--- src/rtl/sp_mem_arbiter_if.sv ---
// Request/response bundle for both requesters plus the memory-side port
// of the arbiter. The arbiter uses the slave view: it receives requests
// and drives the memory. The master view is the requesters and memory.
interface sp_mem_arbiter_if #(
    parameter int LOG_MEM_SIZE = 4
);
    logic                    a_req_valid;
    logic                    a_req_ready;
    logic                    a_req_write;
    logic [3:0]              a_req_byte_en;
    logic [LOG_MEM_SIZE-1:0] a_req_addr;
    logic [31:0]             a_req_wdata;
    logic                    a_rsp_valid;
    logic [31:0]             a_rsp_data;

    logic                    b_req_valid;
    logic                    b_req_ready;
    logic                    b_req_write;
    logic [3:0]              b_req_byte_en;
    logic [LOG_MEM_SIZE-1:0] b_req_addr;
    logic [31:0]             b_req_wdata;
    logic                    b_rsp_valid;
    logic [31:0]             b_rsp_data;

    logic                    mem_write_en;
    logic [3:0]              mem_byte_en;
    logic [LOG_MEM_SIZE-1:0] mem_write_addr;
    logic [LOG_MEM_SIZE-1:0] mem_read_addr;
    logic [31:0]             mem_write_data;
    logic [31:0]             mem_read_data;

    modport slave (
        input  a_req_valid, a_req_write, a_req_byte_en, a_req_addr, a_req_wdata,
        output a_req_ready, a_rsp_valid, a_rsp_data,
        input  b_req_valid, b_req_write, b_req_byte_en, b_req_addr, b_req_wdata,
        output b_req_ready, b_rsp_valid, b_rsp_data,
        output mem_write_en, mem_byte_en, mem_write_addr, mem_read_addr, mem_write_data,
        input  mem_read_data
    );

    modport master (
        output a_req_valid, a_req_write, a_req_byte_en, a_req_addr, a_req_wdata,
        input  a_req_ready, a_rsp_valid, a_rsp_data,
        output b_req_valid, b_req_write, b_req_byte_en, b_req_addr, b_req_wdata,
        input  b_req_ready, b_rsp_valid, b_rsp_data,
        input  mem_write_en, mem_byte_en, mem_write_addr, mem_read_addr, mem_write_data,
        output mem_read_data
    );
endinterface

--- src/rtl/sp_mem_arbiter.sv ---
// sp_mem_arbiter: round-robin sharing of one single-port, byte-enabled
// 32-bit memory between requesters A and B. At most one request is
// granted per cycle; its read data (old contents for writes) comes back
// one cycle later as a single-cycle response pulse.
//
// state  | meaning
// PRIO_A | A wins when both requesters are valid
// PRIO_B | B wins when both requesters are valid
module sp_mem_arbiter #(
    parameter int MEM_SIZE     = 16,
    parameter int LOG_MEM_SIZE = 4
) (
    input  logic               clk,
    input  logic               rst,
    sp_mem_arbiter_if.slave    bus
);

    typedef enum logic {
        PRIO_A = 1'b0,
        PRIO_B = 1'b1
    } prio_t;

    prio_t prio;
    prio_t prio_next;
    logic  grant_a;
    logic  grant_b;

    // Memory geometry must be a full power-of-two address space
    always_comb begin
        assert (MEM_SIZE == (1 << LOG_MEM_SIZE));
    end

    // Priority pointer register; reset hands the first contention to A
    always_ff @(posedge clk or posedge rst) begin
        if (rst) begin
            prio <= PRIO_A;
        end else begin
            prio <= prio_next;
        end
    end

    // Grant decision and pointer update; nothing is granted while in reset
    always_comb begin
        grant_a   = 1'b0;
        grant_b   = 1'b0;
        prio_next = prio;
        if (!rst) begin
            if (bus.a_req_valid && (!bus.b_req_valid || prio == PRIO_A)) begin
                grant_a = 1'b1;
            end else if (bus.b_req_valid) begin
                grant_b = 1'b1;
            end
        end
        if (grant_a) begin
            prio_next = PRIO_B;
        end else if (grant_b) begin
            prio_next = PRIO_A;
        end
    end

    assign bus.a_req_ready = grant_a;
    assign bus.b_req_ready = grant_b;

    // Route the granted request onto the memory port; idle port is all zero
    always_comb begin
        bus.mem_write_en   = 1'b0;
        bus.mem_byte_en    = 4'b0000;
        bus.mem_write_addr = '0;
        bus.mem_read_addr  = '0;
        bus.mem_write_data = 32'h0;
        if (grant_a) begin
            bus.mem_write_en   = bus.a_req_write;
            bus.mem_byte_en    = bus.a_req_byte_en;
            bus.mem_write_addr = bus.a_req_addr;
            bus.mem_read_addr  = bus.a_req_addr;
            bus.mem_write_data = bus.a_req_wdata;
        end else if (grant_b) begin
            bus.mem_write_en   = bus.b_req_write;
            bus.mem_byte_en    = bus.b_req_byte_en;
            bus.mem_write_addr = bus.b_req_addr;
            bus.mem_read_addr  = bus.b_req_addr;
            bus.mem_write_data = bus.b_req_wdata;
        end
    end

    // Capture the pre-edge read data for the granted requester; the other
    // requester's data register holds its last response
    always_ff @(posedge clk or posedge rst) begin
        if (rst) begin
            bus.a_rsp_valid <= 1'b0;
            bus.a_rsp_data  <= 32'h0;
            bus.b_rsp_valid <= 1'b0;
            bus.b_rsp_data  <= 32'h0;
        end else begin
            bus.a_rsp_valid <= grant_a;
            bus.b_rsp_valid <= grant_b;
            if (grant_a) begin
                bus.a_rsp_data <= bus.mem_read_data;
            end
            if (grant_b) begin
                bus.b_rsp_data <= bus.mem_read_data;
            end
        end
    end

endmodule

--- src/flat_wrapper.sv ---
// flat-port wrapper written by rule: the top's interface ports become plain ports
module sp_mem_arbiter_flat 
#(
    parameter int MEM_SIZE     = 16,
    parameter int LOG_MEM_SIZE = 4
)
  (clk, rst, bus_a_req_valid, bus_a_req_write, bus_a_req_byte_en, bus_a_req_addr, bus_a_req_wdata, bus_a_req_ready, bus_a_rsp_valid, bus_a_rsp_data, bus_b_req_valid, bus_b_req_write, bus_b_req_byte_en, bus_b_req_addr, bus_b_req_wdata, bus_b_req_ready, bus_b_rsp_valid, bus_b_rsp_data, bus_mem_write_en, bus_mem_byte_en, bus_mem_write_addr, bus_mem_read_addr, bus_mem_write_data, bus_mem_read_data);
  sp_mem_arbiter_if #(.LOG_MEM_SIZE(LOG_MEM_SIZE)) bus_i ();
  input  logic clk;
  input  logic rst;
  input wire logic [$bits(bus_i.a_req_valid)-1:0] bus_a_req_valid;
  input wire logic [$bits(bus_i.a_req_write)-1:0] bus_a_req_write;
  input wire logic [$bits(bus_i.a_req_byte_en)-1:0] bus_a_req_byte_en;
  input wire logic [$bits(bus_i.a_req_addr)-1:0] bus_a_req_addr;
  input wire logic [$bits(bus_i.a_req_wdata)-1:0] bus_a_req_wdata;
  output wire logic [$bits(bus_i.a_req_ready)-1:0] bus_a_req_ready;
  output wire logic [$bits(bus_i.a_rsp_valid)-1:0] bus_a_rsp_valid;
  output wire logic [$bits(bus_i.a_rsp_data)-1:0] bus_a_rsp_data;
  input wire logic [$bits(bus_i.b_req_valid)-1:0] bus_b_req_valid;
  input wire logic [$bits(bus_i.b_req_write)-1:0] bus_b_req_write;
  input wire logic [$bits(bus_i.b_req_byte_en)-1:0] bus_b_req_byte_en;
  input wire logic [$bits(bus_i.b_req_addr)-1:0] bus_b_req_addr;
  input wire logic [$bits(bus_i.b_req_wdata)-1:0] bus_b_req_wdata;
  output wire logic [$bits(bus_i.b_req_ready)-1:0] bus_b_req_ready;
  output wire logic [$bits(bus_i.b_rsp_valid)-1:0] bus_b_rsp_valid;
  output wire logic [$bits(bus_i.b_rsp_data)-1:0] bus_b_rsp_data;
  output wire logic [$bits(bus_i.mem_write_en)-1:0] bus_mem_write_en;
  output wire logic [$bits(bus_i.mem_byte_en)-1:0] bus_mem_byte_en;
  output wire logic [$bits(bus_i.mem_write_addr)-1:0] bus_mem_write_addr;
  output wire logic [$bits(bus_i.mem_read_addr)-1:0] bus_mem_read_addr;
  output wire logic [$bits(bus_i.mem_write_data)-1:0] bus_mem_write_data;
  input wire logic [$bits(bus_i.mem_read_data)-1:0] bus_mem_read_data;
  assign bus_i.a_req_valid = bus_a_req_valid;
  assign bus_i.a_req_write = bus_a_req_write;
  assign bus_i.a_req_byte_en = bus_a_req_byte_en;
  assign bus_i.a_req_addr = bus_a_req_addr;
  assign bus_i.a_req_wdata = bus_a_req_wdata;
  assign bus_a_req_ready = bus_i.a_req_ready;
  assign bus_a_rsp_valid = bus_i.a_rsp_valid;
  assign bus_a_rsp_data = bus_i.a_rsp_data;
  assign bus_i.b_req_valid = bus_b_req_valid;
  assign bus_i.b_req_write = bus_b_req_write;
  assign bus_i.b_req_byte_en = bus_b_req_byte_en;
  assign bus_i.b_req_addr = bus_b_req_addr;
  assign bus_i.b_req_wdata = bus_b_req_wdata;
  assign bus_b_req_ready = bus_i.b_req_ready;
  assign bus_b_rsp_valid = bus_i.b_rsp_valid;
  assign bus_b_rsp_data = bus_i.b_rsp_data;
  assign bus_mem_write_en = bus_i.mem_write_en;
  assign bus_mem_byte_en = bus_i.mem_byte_en;
  assign bus_mem_write_addr = bus_i.mem_write_addr;
  assign bus_mem_read_addr = bus_i.mem_read_addr;
  assign bus_mem_write_data = bus_i.mem_write_data;
  assign bus_i.mem_read_data = bus_mem_read_data;
  sp_mem_arbiter #(.MEM_SIZE(MEM_SIZE), .LOG_MEM_SIZE(LOG_MEM_SIZE)) u_core (.clk(clk), .rst(rst), .bus(bus_i));
endmodule
--- config.mk ---
export PLATFORM = sky130hd
export DESIGN_NAME = sp_mem_arbiter_flat
export DESIGN_NICKNAME = d
export VERILOG_FILES = /design/src/rtl/sp_mem_arbiter_if.sv /design/src/rtl/sp_mem_arbiter.sv /design/src/flat_wrapper.sv
export SDC_FILE = /design/constraint.sdc
export NUM_CORES = 1
export LEC_CHECK = 0
export BUFFER_PORTS_ARGS = -buffer_cell sky130_fd_sc_hd__buf_2
export CAP_MARGIN = 0
export CORE_MARGIN = 4
export CORE_UTILIZATION = 30
export CTS_BUF_LIST = sky130_fd_sc_hd__clkbuf_8 sky130_fd_sc_hd__clkbuf_16
export DETAILED_ROUTE_END_ITERATION = 10
export PLACE_DENSITY = 0.72
export SLEW_MARGIN = 20
export SYNTH_ARGS = -nofsm -noshare
export SYNTH_HDL_FRONTEND = slang
export SYNTH_SLANG_ARGS = --single-unit
--- constraint.sdc ---
create_clock -name clk -period 1.75 [get_ports clk]
set_input_delay 0 -clock clk [delete_from_list [all_inputs] [get_ports clk]]
set_output_delay 0 -clock clk [all_outputs]
set_load 0.01 [all_outputs]
== After elaboration in Yosys (flattened, before gate mapping) ==
Index checks and enable logic that the tools add are counted.
Cells by class
  muxes and demuxes: 15
  bitwise logic cells: 1
  reductions and logical operators: 4
Operators by type and width (number)
  32-bit two-way mux: 2
  4-bit two-way mux: 4
  1-bit two-way mux: 9
  2-bit nonzero test: 1
  1-bit logical AND: 1
  1-bit zero test: 1
  1-bit logical OR: 1
  1-bit inverter: 1
Word-level totals
  bits in registers: 67
  word-level logic and storage cells: 25

== Logic depth before layout (Yosys ltp) ==
  depth in word-level cells: 7
  depth in mapped cells: 6

== Worst setup path after synthesis ==
No wires, ideal clock.
  path kind: input to register
  from: input port rst
  to: register u_core.bus.a_rsp_data[13]
  setup time: 0.125 ns
  arrival: 1.804 ns
  required time: 1.625 ns
  path slack: -0.179 ns
  stages on the path: 6
  path buffers: 3
  path through: buf_2 inv_2 and2_1 buf_6 buf_12 mux2_4
On the way
  cells in the longest elaborated chain, start to end: 1
Ends and longest elaborated chain
  from (decl): line flat_wrapper.sv:10  | input logic rst;
  1-bit two-way mux: line sp_mem_arbiter.sv:47  | if (!rst) begin
  net bus_a_req_ready: line flat_wrapper.sv:16  | output wire logic [$bits(bus_i.a_req_ready)-1:0] bus_a_req_ready;
  to (signal assigned): line sp_mem_arbiter.sv:98  | bus.a_rsp_data <= bus.mem_read_data;
  to (decl): line sp_mem_arbiter_if.sv:34  | output a_req_ready, a_rsp_valid, a_rsp_data,
The timed path passes the listed nets, and every way through them passes these cells.
A chain may end at the register's enable or synchronous reset.

== Worst setup path after layout ==
  from: register u_core.prio
  to: output port bus_mem_write_data[3]
On the way
  cells in the longest elaborated chain, start to end: 7
Ends and longest elaborated chain
  from (decl): line sp_mem_arbiter.sv:23  | prio_t prio;
  from (signal assigned): line sp_mem_arbiter.sv:38  | prio <= prio_next;
  1-bit inverter *: line sp_mem_arbiter.sv:48  | if (bus.a_req_valid && (!bus.b_req_valid || prio == PRIO_A)) begin
  1-bit logical OR *: line sp_mem_arbiter.sv:48
  1-bit logical AND *: line sp_mem_arbiter.sv:48
  1-bit two-way mux: line sp_mem_arbiter.sv:48
  1-bit two-way mux: line sp_mem_arbiter.sv:47
  32-bit two-way mux: line sp_mem_arbiter.sv:77  | end else if (grant_b) begin
  32-bit two-way mux *: line sp_mem_arbiter.sv:71  | if (grant_a) begin
  to (decl): line flat_wrapper.sv:31  | output wire logic [$bits(bus_i.mem_write_data)-1:0] bus_mem_write_data;
Every way passes the cells marked *; elsewhere a longest branch is shown, timed or not.

==> results.sh <==
export IMPL_synthDominantAreaCellType="sky130_fd_sc_hd__dfrtp_1"
export IMPL_max_cap_violations=0
export IMPL_drt_iter0_drc=168
export IMPL_actual_transition_at_the_worst_max_transition_pin_ns=0.715
export IMPL_synth_xor_area_share=0
export IMPL_worst_r2r_cell_count=4
export IMPL_pwr_density_cell_nw_per_um2=964
export IMPL_final_layout_size_suffix_gt1_frac=0.570
export IMPL_syn_num_nets=369
export IMPL_fmax_mhz=611
export IMPL_synth_top_area_share=0.509
export IMPL_netlist_top_cells_area="sky130_fd_sc_hd__dfrtp_1 (51%), sky130_fd_sc_hd__mux2_4 (13%), sky130_fd_sc_hd__mux2_1 (12%)"
export IMPL_gp_congestion=0.813
export IMPL_placeableCoreArea_um2=10800
export IMPL_timing_reg2reg_setup_slack_ns=0.21
export IMPL_number_of_vias_per_cell=4.75
export IMPL_cts_root_buf="sky130_fd_sc_hd__clkbuf_8"
export IMPL_clock_sinks=67
export IMPL_cp_required_ns=1.75
export IMPL_cts_reportedPaths_clkPinSlew_ns=0.08
export IMPL_synth_ff_type="sky130_fd_sc_hd__dfrtp_1"
export IMPL_power_ir_vdd_worst_mv=0.718
export IMPL_finish_net_count=622
export IMPL_synth_lib_cells_used_distinct=17
export IMPL_initial_core_util=0.305
export IMPL_synth_compound_area_share=0.116
export IMPL_synth_common_cells="sky130_fd_sc_hd__dfrtp_1 (67), sky130_fd_sc_hd__a32oi_1 (41), sky130_fd_sc_hd__nor2_1 (41)"
export IMPL_routed_via_count=3073
export IMPL_num_antenna_cells=0
export IMPL_layout_area_seq_um2=1680
export IMPL_global_route_wire_length_before_repair_um=15800
export IMPL_cts_buf_count=9
export IMPL_power_total_uw=4890
export IMPL_std_cell_rows=38
export IMPL_area_overhead_of_the_layout_relative_to_synthesis_pct=53.9
export IMPL_setup_violations_final=0
export IMPL_yosys_area_share_adder=0
export IMPL_setup_worst_path_start_class="register"
export IMPL_grt_max_degree=59
export IMPL_synth_top_family_by_area="multiplexers"
export IMPL_cts_tree="done"
export IMPL_power_switching_uw=1500
export IMPL_worstPathMaxFanout=41
export IMPL_layout_cell_area_non_filler_um2=5070
export IMPL_synth_ff_latch_count=67
export IMPL_synth_mux_area_frac=0.252
export IMPL_internal_power_summed_over_all_cells_uw=3390
export IMPL_ioPinCount=231
export IMPL_grt_usage=0.155
export IMPL_seq_area_frac_synth=0.509
export IMPL_floorplan_die_height_um=113
export IMPL_simple_logic_cell_fraction_of_the_synthesized_area=0.0558
export IMPL_synth_enable_flop_cells=0
export IMPL_avgSynthCellArea_um2=13.1
export IMPL_syn_cell_area_um2=3300
export IMPL_synthMostInstantiatedCell="sky130_fd_sc_hd__dfrtp_1"
export IMPL_worst_skew_pair_late_latency_ns=0.34
export IMPL_ctsHtreeMaxLevel=3
export IMPL_n_fill_cell=941
export IMPL_gr_total_overflow=0
export IMPL_grt_pass1_vias=3111
export IMPL_seqPwrFrac=0.426
export IMPL_arrival_ns=1.64
export IMPL_die_area_um2=12700
export IMPL_static_leakage_power_uw=0.00258
export IMPL_post_synth_inst_count=251
export IMPL_share_of_total_power_consumed_by_net_switching=0.307
export IMPL_worst_slew_margin_rel=0.523
export IMPL_power_frac_clock=0.249
export IMPL_synthArstFlopShare=1.00
export IMPL_final_min_clock_period_ns=1.64
export IMPL_cts_root_to_sink_buffers=2
export IMPL_finalCritPeriodShare=0.935
export IMPL_skew_ns=0.00788
export IMPL_outcome="completed"
export IMPL_dpl_instance_area_um2=4490
export IMPL_fp_dieW_um=113
export IMPL_drt_pass1_iter_count=4
export IMPL_drt_total_wl_um=10600
export IMPL_drtAntennaViolNets=0
export IMPL_maxSlewViolCount=0
export IMPL_wire_per_inst_um=16.3
export IMPL_hold_path_class="in -> async"
export IMPL_hold_fails_final_rpt=0
export IMPL_end_kind="output pin"
export IMPL_multi_input_comb_area_um2=1430
export IMPL_port_buffer_count=230
export IMPL_yosysWarnings=0
export IMPL_grt_antenna_before_repair=0
export IMPL_detail_route_drc_violations=0
export IMPL_dp_hpwl_um=7960
export IMPL_combinational_share_of_power=0.325
export IMPL_setup_worst_path_class="reg -> out"
-- worst paths after layout --
check	startpoint	end
min reg2reg	u_core.bus.b_rsp_data[11]	u_core.bus.b_rsp_data[11]
max reg2reg	u_core.prio	u_core.bus.a_rsp_data[25]
max in group asynchronous	rst	u_core.bus.a_rsp_data[26]
min	rst	u_core.bus.b_rsp_data[22]
min in group clk	bus_b_req_valid	u_core.bus.b_rsp_data[8]
max	u_core.prio	bus_mem_write_data[3]
-- flip-flops by register name (all words and copies together) (netlist names) --
| register | flops |
|---|---|
| u_core.bus.a_rsp_data | 32 |
| u_core.bus.a_rsp_valid | 1 |
| u_core.bus.b_rsp_data | 32 |
| u_core.bus.b_rsp_valid | 1 |
| u_core.prio | 1 |
-- placed cells by master, fill, tap and decap left out, drive strengths merged --
master       Yosys  final
a21boi           1      1
a21oi            1      1
a31oi            1      1
a32oi           41     41
and2             1      1
buf             14    238
bufinv           0      1
clkbuf          16     10
clkinv           0      2
dfrtp           67     67
dlygate4sd3      0     34
inv              2      3
mux2            64     64
nand2b           1      1
nand3            1      1
nor2            41     41
-- per-layer routing --
layer	vias up	GRT usage	routed length, um
met5	-	0	0
met4	0	0.0473	115
met3	8	0.0449	945
met2	163	0.288	5450
met1	1473	0.169	4050
li1	1429	-	-
-- cell families (layout without fill, tap and decap cells) --
family	Yosys count	count (layout)
flip-flops	67	67
AND/OR/NAND/NOR	44	44
buffers and inverters	32	288
AO/OA/AOI/OAI	44	44
multiplexers	64	64
-- through the flow --
stage | TNS, ns | hold slack [ns] | setup WS, ns | util | instances
final | 0 | 0.130 | 0.114 | 0.470 | 647
after global routing | -0.00731 | 0.137 | -0.00495 | 0.470 | 647
after CTS | 0 | 0.119 | 0.00487 | 0.467 | 646
after detailed placement | 0 | -0.0564 | 0.222 | 0.416 | 598
after global placement | 0 | -0.0631 | 0.266 | 0.416 | 598
after floorplan | 0 | 0.132 | 0.161 | - | 251
-- critical path, cell delays in order, from the launching register on --
cell                       delay [ns]
sky130_fd_sc_hd__dfrtp_1         0.43
sky130_fd_sc_hd__a21boi_4        0.19
sky130_fd_sc_hd__buf_8           0.25
sky130_fd_sc_hd__a32oi_1         0.09
sky130_fd_sc_hd__nor2_1          0.16
sky130_fd_sc_hd__buf_2           0.15
-- repair_timing --
item | CTS | global route
resized for setup | 5 | 5
endpoints found under the hold margin | 74 | 0
hold buffers | 34 | 0
buffers inserted | 0 | 1
cloned | 0 | 0
endpoints found under the setup margin | 45 | 34
-- power groups by stage --
stage | clock (uW) | combinational (uW) | sequential [uW]
final | 1220 | 1590 | 2080
after global routing | 1310 | 1720 | 2120
after CTS | 1260 | 1590 | 2080
after detailed placement | 0 | 1510 | 2110
after global placement | 0 | 1470 | 2090
after floorplan | 0 | 698 | 2230
-- final cells by class --
type | count | share of cell area
Multi-Input combinational cell | 152 | 0.283
Clock inverter | 4 | 0.00863
Clock buffer | 10 | 0.0271
Tap cell | 140 | 0.0345
Inverter | 2 | 0.00197
Timing Repair Buffer | 272 | 0.315
Sequential cell | 67 | 0.330
(Power assumes the default switching activity.)
